$ cat src/rtl/seq_bit_serializer_if.sv
// seq_bit_serializer_if: word handshake in, serial bit stream out
interface seq_bit_serializer_if #(parameter int WIDTH = 12);
    logic [WIDTH-1:0] data_i;
    logic             valid_i;
    logic             ready_o;
    logic             x_o;
    logic             bit_valid_o;
    logic             last_o;
    logic             busy_o;
    modport master (output data_i, valid_i, input ready_o, x_o, bit_valid_o, last_o, busy_o);
    modport slave  (input data_i, valid_i, output ready_o, x_o, bit_valid_o, last_o, busy_o);
endinterface

$ cat src/rtl/seq_bit_serializer.sv
// seq_bit_serializer: MSB-first word serializer with one-entry holding buffer
module seq_bit_serializer #(
    parameter int   WIDTH    = 12,
    parameter logic IDLE_BIT = 1'b0
) (
    input logic                clk,
    input logic                reset,
    seq_bit_serializer_if.slave bus
);
    localparam int CW = $clog2(WIDTH);
    typedef enum logic {IDLE, SHIFT} state_t;
    state_t            state, state_n;
    logic [WIDTH-1:0]  sreg, sreg_n, hold, hold_n;
    logic              hold_full, hold_full_n;
    logic [CW-1:0]     cnt, cnt_n;
    logic              accept;
    assign bus.ready_o     = ~hold_full;
    assign accept          = bus.valid_i & ~hold_full;
    assign bus.x_o         = (state == SHIFT) ? sreg[WIDTH-1] : IDLE_BIT;
    assign bus.bit_valid_o = state == SHIFT;
    assign bus.last_o      = (state == SHIFT) && (cnt == '0);
    assign bus.busy_o      = (state == SHIFT) | hold_full;
    always_ff @(posedge clk or negedge reset) begin
        if (!reset) begin
            state     <= IDLE;
            sreg      <= '0;
            hold      <= '0;
            hold_full <= 1'b0;
            cnt       <= '0;
        end else begin
            state     <= state_n;
            sreg      <= sreg_n;
            hold      <= hold_n;
            hold_full <= hold_full_n;
            cnt       <= cnt_n;
        end
    end
    // End of word prefers the held word; a same-edge accept is only possible with the hold empty
    always_comb begin
        state_n     = state;
        sreg_n      = sreg;
        hold_n      = hold;
        hold_full_n = hold_full;
        cnt_n       = cnt;
        if (state == IDLE) begin
            if (accept) begin
                sreg_n  = bus.data_i;
                cnt_n   = CW'(WIDTH - 1);
                state_n = SHIFT;
            end
        end else if (cnt == '0) begin
            if (hold_full) begin
                sreg_n      = hold;
                hold_full_n = 1'b0;
                cnt_n       = CW'(WIDTH - 1);
            end else if (accept) begin
                sreg_n = bus.data_i;
                cnt_n  = CW'(WIDTH - 1);
            end else begin
                state_n = IDLE;
            end
        end else begin
            sreg_n = {sreg[WIDTH-2:0], 1'b0};
            cnt_n  = cnt - CW'(1);
            if (accept) begin
                hold_n      = bus.data_i;
                hold_full_n = 1'b1;
            end
        end
    end
endmodule

$ cat src/flat_wrapper.sv
// flat-port wrapper written by rule: the top's interface ports become plain ports
module seq_bit_serializer_flat 
#(
    parameter int   WIDTH    = 12,
    parameter logic IDLE_BIT = 1'b0
)
  (clk, reset, bus_data_i, bus_valid_i, bus_ready_o, bus_x_o, bus_bit_valid_o, bus_last_o, bus_busy_o);
  seq_bit_serializer_if #(.WIDTH(WIDTH)) bus_i ();
  input logic clk;
  input logic reset;
  input wire logic [$bits(bus_i.data_i)-1:0] bus_data_i;
  input wire logic [$bits(bus_i.valid_i)-1:0] bus_valid_i;
  output wire logic [$bits(bus_i.ready_o)-1:0] bus_ready_o;
  output wire logic [$bits(bus_i.x_o)-1:0] bus_x_o;
  output wire logic [$bits(bus_i.bit_valid_o)-1:0] bus_bit_valid_o;
  output wire logic [$bits(bus_i.last_o)-1:0] bus_last_o;
  output wire logic [$bits(bus_i.busy_o)-1:0] bus_busy_o;
  assign bus_i.data_i = bus_data_i;
  assign bus_i.valid_i = bus_valid_i;
  assign bus_ready_o = bus_i.ready_o;
  assign bus_x_o = bus_i.x_o;
  assign bus_bit_valid_o = bus_i.bit_valid_o;
  assign bus_last_o = bus_i.last_o;
  assign bus_busy_o = bus_i.busy_o;
  seq_bit_serializer #(.WIDTH(WIDTH), .IDLE_BIT(IDLE_BIT)) u_core (.clk(clk), .reset(reset), .bus(bus_i));
endmodule
$ cat config.mk
export PLATFORM = sky130hd
export DESIGN_NAME = seq_bit_serializer_flat
export DESIGN_NICKNAME = d
export VERILOG_FILES = /design/src/rtl/seq_bit_serializer_if.sv /design/src/rtl/seq_bit_serializer.sv /design/src/flat_wrapper.sv
export SDC_FILE = /design/constraint.sdc
export NUM_CORES = 1
export LEC_CHECK = 0
export CAP_MARGIN = 15
export CELL_PAD_IN_SITES_DETAIL_PLACEMENT = 1
export CELL_PAD_IN_SITES_GLOBAL_PLACEMENT = 2
export CORE_AREA = 2 2 65 67
export CTS_CLUSTER_SIZE = 24
export DETAILED_ROUTE_END_ITERATION = 10
export DIE_AREA = 0 0 67 69
export PLACE_DENSITY_LB_ADDON = 0.1
export REMOVE_ABC_BUFFERS = 1
export SETUP_SLACK_MARGIN = 0.05
export SLEW_MARGIN = 20
export SYNTH_ARGS = -nofsm -noshare
export SYNTH_HDL_FRONTEND = slang
export SYNTH_SLANG_ARGS = --single-unit
$ cat constraint.sdc
create_clock -name clk -period 6.1 [get_ports clk]
set_clock_uncertainty 0.2 [all_clocks]
set_input_delay 0.915 -clock clk [delete_from_list [all_inputs] [get_ports clk]]
set_output_delay 0.915 -clock clk [all_outputs]
set_load 0.01 [all_outputs]
* Word-level counts from Yosys, hierarchy flattened
Index checks and enable logic that the tools add are counted.
Storage, ports and cells: bits in registers 30, bits of input ports 15, output and inout bits 5, logic and storage cells 30
Cells by class: add/subtract/negate cells 1, mux-type cells 15, bitwise operators 4, reductions and logical operators 5
Operators by type and width (count):
- $mux 12 | 4
- $mux 4 | 4
- $mux 1 | 7
- $logic_not 4->1 | 1
- $sub 4x1->4 const B | 1
- $reduce_and 3->1 | 1
- $not 1->1 | 2
- $reduce_and 2->1 | 1
- $reduce_bool 2->1 | 1
- $and 1x1->1 | 1
- $logic_and 1x1->1 | 1
- $or 1x1->1 | 1

* Logic depth before layout (Yosys ltp)
Gate-level depths: netlist of the first run.
depth after elaboration 6, depth in mapped cells 7, mapped depth without buffers 6

* Least setup slack after synthesis of the first run
OpenSTA, ideal clock, no wires.
kind reg-to-output, start reg u_core.cnt[0], end out bus_last_o, data arrival time 1106 ps, data required time 4985 ps, path slack 3879 ps, cell stages (with the launch flop) 5, buffers on the path 0, cell sequence dfrtp_1 inv_1 ha_1 nor3b_2 and2_1
Between the ends: word-level cells in the longest chain between the ends 2
Ends and longest elaborated chain:
- start: declaration | line seq_bit_serializer.sv:15 | logic [CW-1:0] cnt, cnt_n;
- start signal: assignment | line seq_bit_serializer.sv:35 | cnt <= cnt_n;
- $logic_not 4->1 | line seq_bit_serializer.sv:21 | assign bus.last_o = (state == SHIFT) && (cnt == '0);
- $logic_and 1x1->1 | line seq_bit_serializer.sv:21
- end: declaration | line flat_wrapper.sv:16 | output wire logic [$bits(bus_i.last_o)-1:0] bus_last_o;
No other way between the ends.

* Final worst setup path of the first run
Same ends and word-level chain as after synthesis.

==> key figures, run 1 <==
Power
  – LEAKAGE: 0.753 nW
  – Max VDD drop: 169 uV
  – P per Cell Area: 501 nW/um^2

Clock network
  – Post-CTS Resized: 0
  – CTS buffer count: 5
  – Reg clk slew, reported paths: 0.06 ns
  – Clk Tree Root Cell: clkbuf_8
  – Worst-Skew Late Latency: 0.27 ns
  – CTS tree: built
  – Post-CTS Hold Buffers: 0
  – H-tree Lvls: 2
  – Post-CTS Setup Bufs: 0
  – CTS Buffer Depth: 2
  – CTS sink count: 30

Timing
  – Fin. max-slew vios: 0
  – Fmax: 270 MHz
  – Final TNS setup: 0 ns
  – Final setup violating endpoints: 0
  – Hold Vio Cnt, Final: 0
  – Worst Tran Pin Value: 0.973 ns
  – Setup ws final: 2.39 ns
  – Unrepaired setup endpoints after global routing: no
  – Final worst-path cycle share: 60.8%
  – Relative slew slack: 34.8%
  – Final critical-path required period: 3.71 ns

Synth
  – Netlist Area Pre-Place: 1450 um^2
  – Gate count of the mapped netlist: 128
  – Top cells by area, synth: dfrtp_1, mux2_4, nand2_1
  – Top cells by count, synth: dfrtp_1, nand2_1, a32oi_1, o22ai_1, mux2_4
  – Async S/R FF share, synth: 100%
  – Flops & latches, synth: 30
  – Top cell type's share of synthesized area: 51.7%
  – Yosys warnings: 0
  – Sequential share of the synthesized area: 51.7%
  – Yosys top cell by area: dfrtp_1
  – Most common cell in the netlist: dfrtp_1
  – Most used DFF post-synth: dfrtp_1
  – Mapped Avg Cell Area: 11.3 um^2
  – Post-synthesis cell type count: 30
  – Post-synth EDFFs: 0

Route
  – Post-route ant nets: 0
  – First DRT Iteration DRCs: 32
  – Total routed wirelength: 3380 um
  – Routed WL per cell: 17.1 um
  – DRC errors left: 0
  – Vias per cell: 5.41
  – Vias: 1066
  – DR pass1 iterations: 4

Worst setup path
  – Worst path arrival time: 2.59 ns
  – Worst setup EP type: output port
  – Crit path to: bus_last_o
  – Startpoint types: flop
  – Worst r2r dst: u_core.sreg[8]
  – Worst R2R Setup Slack: 3.33 ns
  – Path length in cells of the critical path: 5
  – Required @ worst endpoint: 4.98 ns
  – R2R Path Start: u_core.cnt[0]
  – Critical path buffers and inverters: 2
  – Critical path origin: u_core.cnt[0]
  – Crit path max-delay family: simple AND/OR/NAND/NOR gates
  – Critical Path Fanout Max: 14
  – Crit-path slowest cell: nor3b_2
  – CP cell instances: inv_1 -> ha_1 -> nor3b_2 -> and2_1 -> clkdlybuf4s50_1
  – WS Path Type: flop to output port
  – CP peak stage delay: 0.81 ns
  – Reg2reg path depth: 6

Placement
  – HPWL after DPL: 2180 um
  – Dpl ws: 2.67 ns
  – I/O Buffers: 19
  – GPL Wtd Cong: 0.691

Hold path
  – Hold Crit Class: flop to flop

Cells and area
  – Proportion of layout cells with a drive suffix above 1: 17.0%
  – Net count, final: 163
  – Fillers: 437
  – Area grow syn2layout: 19.6%
  – N_diodes: 0

Global route
  – Total Routing Usage GR: 16.2%
  – Vias in the first global route: 1125
  – Overflow left after global routing: 0
  – Initial antenna violation count: 0
  – Largest net degree at the start of global routing: 31
  – First-pass GRT wire length: 5590 um

Floorplan
  – Core Region: 3910 um^2
  – Initial core utilization: 37.1%
  – DIE HEIGHT: 69 um
  – I/O pin count: 20
  – # rows: 23
  – Die ar.: 4620 um^2
  – Die width: 67 um

Status
  – Outcome: finished clean

Flow run
  – Max-cap violations: 0
worst min-delay path by stage:
stage,cells after the start,end,from
3_5_place_dp,1,u_core.hold[3],u_core.hold[3]
3_3_place_gp,1,u_core.hold[0],u_core.hold[0]
6_report,1,u_core.hold[0],u_core.hold[0]
5_1_grt,1,u_core.hold[0],u_core.hold[0]
4_1_cts,1,u_core.hold[1],u_core.hold[1]
2_1_floorplan,1,u_core.hold[0],u_core.hold[0]
cells by family (layout without fill, tap and decap cells):
| kind of cell | Yosys count | after routing | share of synthesized area [%] |
|---|---|---|---|
| simple gates | 39 | 39 | 12.8 |
| compound gates | 32 | 32 | 16.3 |
| flops | 30 | 30 | 51.7 |
| mux | 15 | 15 | 14.0 |
| buf+inv | 11 | 30 | 4.39 |
| fa+ha+maj | 1 | 1 | 0.861 |
final cells by class:
cell class                      count  area [um^2]  area share (%)
Clock buffer                        7         76.3            4.39
Inverter                            3         11.3           0.648
Tap cell                           50         62.6            3.60
Sequential cell                    30          751            43.2
Multi-Input combinational cell     87          638            36.7
Timing Repair Buffer               20          198            11.4
sequential cells by signal (all words and copies together) (netlist names):
signal,count
u_core.hold_full,1
u_core.sreg,12
u_core.cnt,4
u_core.hold,12
u_core.bus.bit_valid_o,1
per-stage QoR:
step,power [mW],util [%],cell area [um^2],hold slack (ns),cells
2_1_floorplan,0.616,-,1400,0.280,120
3_5_place_dp,0.733,42.4,1660,0.300,190
3_3_place_gp,0.715,42.4,1660,0.290,190
4_1_cts,0.884,44.4,1740,0.315,197
6_report,0.869,44.4,1740,0.309,197
5_1_grt,0.941,44.4,1740,0.324,197
per-layer routing:
metal  part of all wire (%)  global-route usage, %  up-vias
met4                    1.2                   6.58        0
met1                     47                   21.6      544
met2                     48                   24.2       16
met3                    3.6                   5.06        4
li1                       -                      -      502
met5                      0                      0        -
power breakdown:
group / leakage (nW) / total, mW / switching [mW] / internal [mW]
logic: 0.360 / 0.344 / 0.149 / 0.195
registers: 0.355 / 0.379 / 0.0824 / 0.297
clock network: 0.0383 / 0.147 / 0.0684 / 0.0784
placed cells by master, fill, tap and decap left out:
master           instances
dfrtp_1                 30
nand2_1                 27
clkdlybuf4s50_1         19
o22ai_1                 11
a32oi_1                 11
mux2_4                  10
clkbuf_8                 5
inv_1                    3
mux2i_1                  3
nand3_1                  2
a21oi_1                  2
o21ai_0                  2
and2_1                   2
nor2_1                   2
mux2_2                   2
clkbuf_1                 2
nor2b_1                  1
or3b_4                   1
o21ai_2                  1
o21a_1                   1
a21o_1                   1
and2b_2                  1
nor3b_2                  1
o2bb2ai_1                1
or2_2                    1
o21ba_2                  1
a2bb2oi_1                1
nand3_2                  1
ha_1                     1
buf_4                    1
(Power assumes the default switching activity.)
==> inputs of run 2 (changes only) <==
Settings changed: CORE_AREA 2 2 65 67 to 2 2 68 70, DIE_AREA 0 0 67 69 to 0 0 70 72.
Clock period 6.1 ns to 3.55 ns, I/O delays scaled along.
==> run 2 against run 1 <==
Critical path depth did not move. Combinational power rose by 89%. Total power rose by 79%. Clock-buffer cell count did not move. Critical path type unchanged.
==> key figures, run 2 (synthesized netlist as in run 1, its figures left out) <==
Status
  – Outcome: finished clean

Route
  – Total routed wirelength: 3610 um
  – First DRT Iteration DRCs: 39
  – Vias per cell: 5.36
  – Vias: 1083
  – Routed WL per cell: 17.9 um
  – Post-route ant nets: 0
  – DR pass1 iterations: 4
  – DRC errors left: 0

Worst setup path
  – Critical Path Fanout Max: 4
  – Critical path origin: u_core.cnt[0]
  – WS Path Type: flop to output port
  – Startpoint types: flop
  – R2R Path Start: u_core.cnt[0]
  – Worst setup EP type: output port
  – Required @ worst endpoint: 2.82 ns
  – Worst path arrival time: 1.94 ns

Timing
  – Final worst-path cycle share: 75.4%
  – Final critical-path required period: 2.68 ns
  – Fin. max-slew vios: 0
  – Final setup violating endpoints: 0
  – Worst Tran Pin Value: 0.646 ns
  – Final TNS setup: 0 ns
  – Setup ws final: 0.875 ns
  – Fmax: 374 MHz
  – Unrepaired setup endpoints after global routing: no
  – Hold Vio Cnt, Final: 0
  – Relative slew slack: 56.9%

Clock network
  – Clk Tree Root Cell: clkbuf_8
  – H-tree Lvls: 2
  – CTS Buffer Depth: 2
  – Post-CTS Resized: 0
  – Reg clk slew, reported paths: 0.06 ns
  – Post-CTS Setup Bufs: 0
  – Post-CTS Hold Buffers: 0
  – CTS buffer count: 5
  – Worst-Skew Late Latency: 0.28 ns
  – CTS sink count: 30
  – CTS tree: built

Cells and area
  – Finished Layout Cells: 202
  – Most frequent cells in the layout: dfrtp_1, nand2_1, clkdlybuf4s50_1
  – Commonest non-fill, non-tap cell in the layout: dfrtp_1
  – Top flop regs: u_core.hold (12), u_core.sreg (12), u_core.cnt (4)
  – Area grow syn2layout: 21.8%
  – Net count, final: 165
  – Post-Layout Inst Area: 1770 um^2
  – N_diodes: 0
  – Proportion of layout cells with a drive suffix above 1: 19.3%

Power
  – LEAKAGE: 0.773 nW
  – Power, Total: 1.55 mW
  – P per Cell Area: 878 nW/um^2
  – Max VDD drop: 293 uV

Global route
  – Initial antenna violation count: 0
  – Largest net degree at the start of global routing: 31
  – Total Routing Usage GR: 15.9%
  – First-pass GRT wire length: 6230 um
  – Vias in the first global route: 1254
  – Overflow left after global routing: 0

Floorplan
  – I/O pin count: 20
  – # rows: 24
  – DIE HEIGHT: 72 um
  – Core Region: 4260 um^2
  – Die ar.: 5040 um^2
  – Initial core utilization: 34.1%
  – Die width: 70 um

Placement
  – Dpl ws: 0.925 ns
  – Dpl cells: 194
  – GPL Wtd Cong: 0.728
  – HPWL after DPL: 2270 um
  – I/O Buffers: 19
  – DP Area: 1680 um^2

Hold path
  – Hold_sp: u_core.hold[1]
  – Hold Crit Class: flop to flop

Flow run
  – Max-cap violations: 0
-- run 2: cell count changes in the layout (fill, tap and decap cells not counted), sizes merged --
cell / change
clkinv: +1
buf: +2
-- run 2: cell type report --
type	count	area [um^2]
fillers	469	2490
clock inverters	1	5.00
well taps	52	65.1
multi-input cells	87	638
flip-flops and latches	30	751
clock buffers	7	86.3
inverters	3	11.3
repair buffers	22	213
-- run 2: path summary, 6_finish.rpt --
kind                                         end  slack (ns)  depth (start not counted)
worst max-delay path                  bus_last_o        0.87                          5
worst min-delay path              u_core.hold[1]        0.31                          1
worst max register to register     u_core.cnt[0]        1.08                          6
worst min register to register    u_core.hold[1]        0.31                          1
max in group asynchronous       u_core.hold_full        2.41                          2
min in group asynchronous         u_core.sreg[6]        0.44                          2
-- run 2: where the power goes --
group / switching, mW / leakage, nW / internal, mW / total [mW]
Combinational: 0.307 / 0.369 / 0.343 / 0.650
Sequential: 0.109 / 0.355 / 0.511 / 0.620
Clock: 0.128 / 0.0482 / 0.156 / 0.284
-- run 2: critical path, stage by stage, from the launching register on --
cell and delay [ns]:
dfrtp_1 0.38, inv_1 0.09, ha_1 0.24, nor3b_2 0.22, and2_1 0.18, clkdlybuf4s50_1 0.54
-- run 2: routing by layer --
layer  vias to the layer above  GRT usage (%)  wire length (um)
met3                         7           4.17               134
met5                         -              0                 0
met2                        16           28.0              1730
met1                       556           18.8              1680
met4                         0           5.77                62
li1                        504              -                 -
-- run 2: stage by stage --
| step | util, % | hold WS (ns) |
|---|---|---|
| floorplan | - | 0.0369 |
| global placement | 39.3 | 0.292 |
| detailed placement | 39.3 | 0.297 |
| CTS | 41.5 | 0.311 |
| global route | 41.5 | 0.335 |
| finish | 41.5 | 0.310 |
==> inputs of run 3 (changes only) <==
Settings changed: CORE_AREA 2 2 68 70 to 2 2 71 73, DIE_AREA 0 0 70 72 to 0 0 73 75.
Clock period 3.55 ns to 2.4 ns, I/O delays scaled along.
==> run 3 against run 2 <==
Flip-flop and latch count unchanged. Via count fell by 0.28%. Sequential power rose by 51%.
==> key figures, run 3 (synthesized netlist as in run 1, its figures left out) <==
Cells and area
  – Area grow syn2layout: 23.6%
  – Most frequent cells in the layout: dfrtp_1, nand2_1, clkdlybuf4s50_1
  – Commonest non-fill, non-tap cell in the layout: dfrtp_1
  – Net count, final: 168
  – Top flop regs: u_core.hold (12), u_core.sreg (12), u_core.cnt (4)
  – Post-Layout Inst Area: 1800 um^2
  – Proportion of layout cells with a drive suffix above 1: 21.6%
  – Finished Layout Cells: 207
  – N_diodes: 0

Power
  – LEAKAGE: 0.791 nW
  – P per Cell Area: 1290 nW/um^2
  – Max VDD drop: 353 uV
  – Power, Total: 2.31 mW

Global route
  – Busiest grt layer: met2
  – Met3 GRT Util: 5.22%
  – Overflow left after global routing: 0
  – Total Routing Usage GR: 14.6%
  – Largest net degree at the start of global routing: 31
  – Met2 Use GR: 20.9%
  – First-pass GRT wire length: 5840 um
  – Met1 usage: 20.5%
  – Vias in the first global route: 1127
  – Initial antenna violation count: 0

Placement
  – Dpl cells: 199
  – DP Area: 1700 um^2
  – GPL Wtd Cong: 0.688
  – HPWL after DPL: 2270 um
  – I/O Buffers: 19

Clock network
  – H-tree Lvls: 2
  – CTS sink count: 30
  – CTS Buffer Depth: 2
  – Worst-Skew Late Latency: 0.28 ns
  – Clk Tree Root Cell: clkbuf_8
  – Reg clk slew, reported paths: 0.07 ns
  – CTS tree: built
  – Post-CTS Hold Buffers: 0
  – CTS buffer count: 5

Worst setup path
  – Worst setup EP type: output port
  – Startpoint types: flop
  – Reg2reg path depth: 5
  – Required @ worst endpoint: 1.84 ns
  – Worst r2r dst: u_core.hold[1]
  – R2R Path Start: u_core.cnt[0]
  – Worst path arrival time: 1.63 ns
  – WS Path Type: flop to output port
  – Worst R2R Setup Slack: 0.23 ns
  – Critical Path Fanout Max: 4

Timing
  – Relative slew slack: 70.8%
  – Final worst-path cycle share: 91.4%
  – Final hold slack: 0.265 ns
  – Fin. max-slew vios: 0
  – Final critical-path required period: 2.19 ns
  – Fmax: 456 MHz
  – Final setup violating endpoints: 0
  – Unrepaired setup endpoints after global routing: no
  – Worst Tran Pin Value: 0.436 ns
  – Hold Vio Cnt, Final: 0
  – Final TNS setup: 0 ns

Route
  – Vias: 1080
  – DRC errors left: 0
  – First DRT Iteration DRCs: 67
  – Post-route ant nets: 0
  – Total routed wirelength: 3510 um
  – DR pass1 iterations: 4
  – Routed WL per cell: 16.9 um
  – Vias per cell: 5.22

Floorplan
  – DIE HEIGHT: 75 um
  – I/O pin count: 20
  – Initial core utilization: 31.2%
  – Core Region: 4660 um^2
  – Die ar.: 5480 um^2
  – # rows: 25
  – Die width: 73 um

Flow run
  – Max-cap violations: 0

Hold path
  – Hold Crit Class: input pin to asynchronous set/reset pin

Status
  – Outcome: finished clean
-- run 3: per-stage QoR --
step           utilization [%]  setup slack, ns
2_1_floorplan                -            0.353
3_3_place_gp              36.5            0.218
6_report                  38.5            0.206
5_1_grt                   38.5           0.0660
3_5_place_dp              36.5            0.189
4_1_cts                   38.5            0.182
-- run 3: worst max-delay path: stages, from the launching register on --
cell and delay, ns:
dfrtp_1 0.38, inv_1 0.11, ha_2 0.23, nor3b_2 0.20, and2_1 0.17, dlygate4sd2_1 0.27
-- run 3: how the worst max path moves through the flow --
stage	from	to	slack (ns)
5_1_grt	u_core.cnt[0]	bus_last_o	0.07
3_3_place_gp	u_core.cnt[0]	bus_last_o	0.22
3_5_place_dp	u_core.cnt[0]	u_core.hold[1]	0.19
6_report	u_core.cnt[0]	bus_last_o	0.21
4_1_cts	u_core.cnt[0]	bus_last_o	0.18
2_1_floorplan	u_core.cnt[0]	u_core.sreg[10]	0.35
-- run 3: where the power goes --
part           internal (mW)  leakage, nW  switching [mW]
Clock                  0.231       0.0482           0.198
Combinational          0.525        0.387           0.422
Sequential             0.755        0.355           0.180
Total                   1.51        0.791           0.800
-- run 3: area by class of cell --
cell class                 count  area [um^2]
sequential                    30          751
clock buffer                   7         86.3
tap                           54         67.6
multi-input combinational     87          641
timing repair buffer          25          234
clock inverter                 1         5.00
inverter                       3         11.3
fill                         510         2870
-- run 3: layer usage --
metal | part of all wire, % | vias to the layer above
met5 | 0 | -
met4 | 1.5 | 0
met3 | 6.2 | 7
met2 | 42 | 29
met1 | 51 | 528
li1 | - | 516
-- run 3: repair_timing --
action                                  4_1_cts  5_1_grt
hold endpoints to repair                      0        0
endpoints found under the setup margin        1        0
resized for setup                             2        0
buffers inserted                              0        0
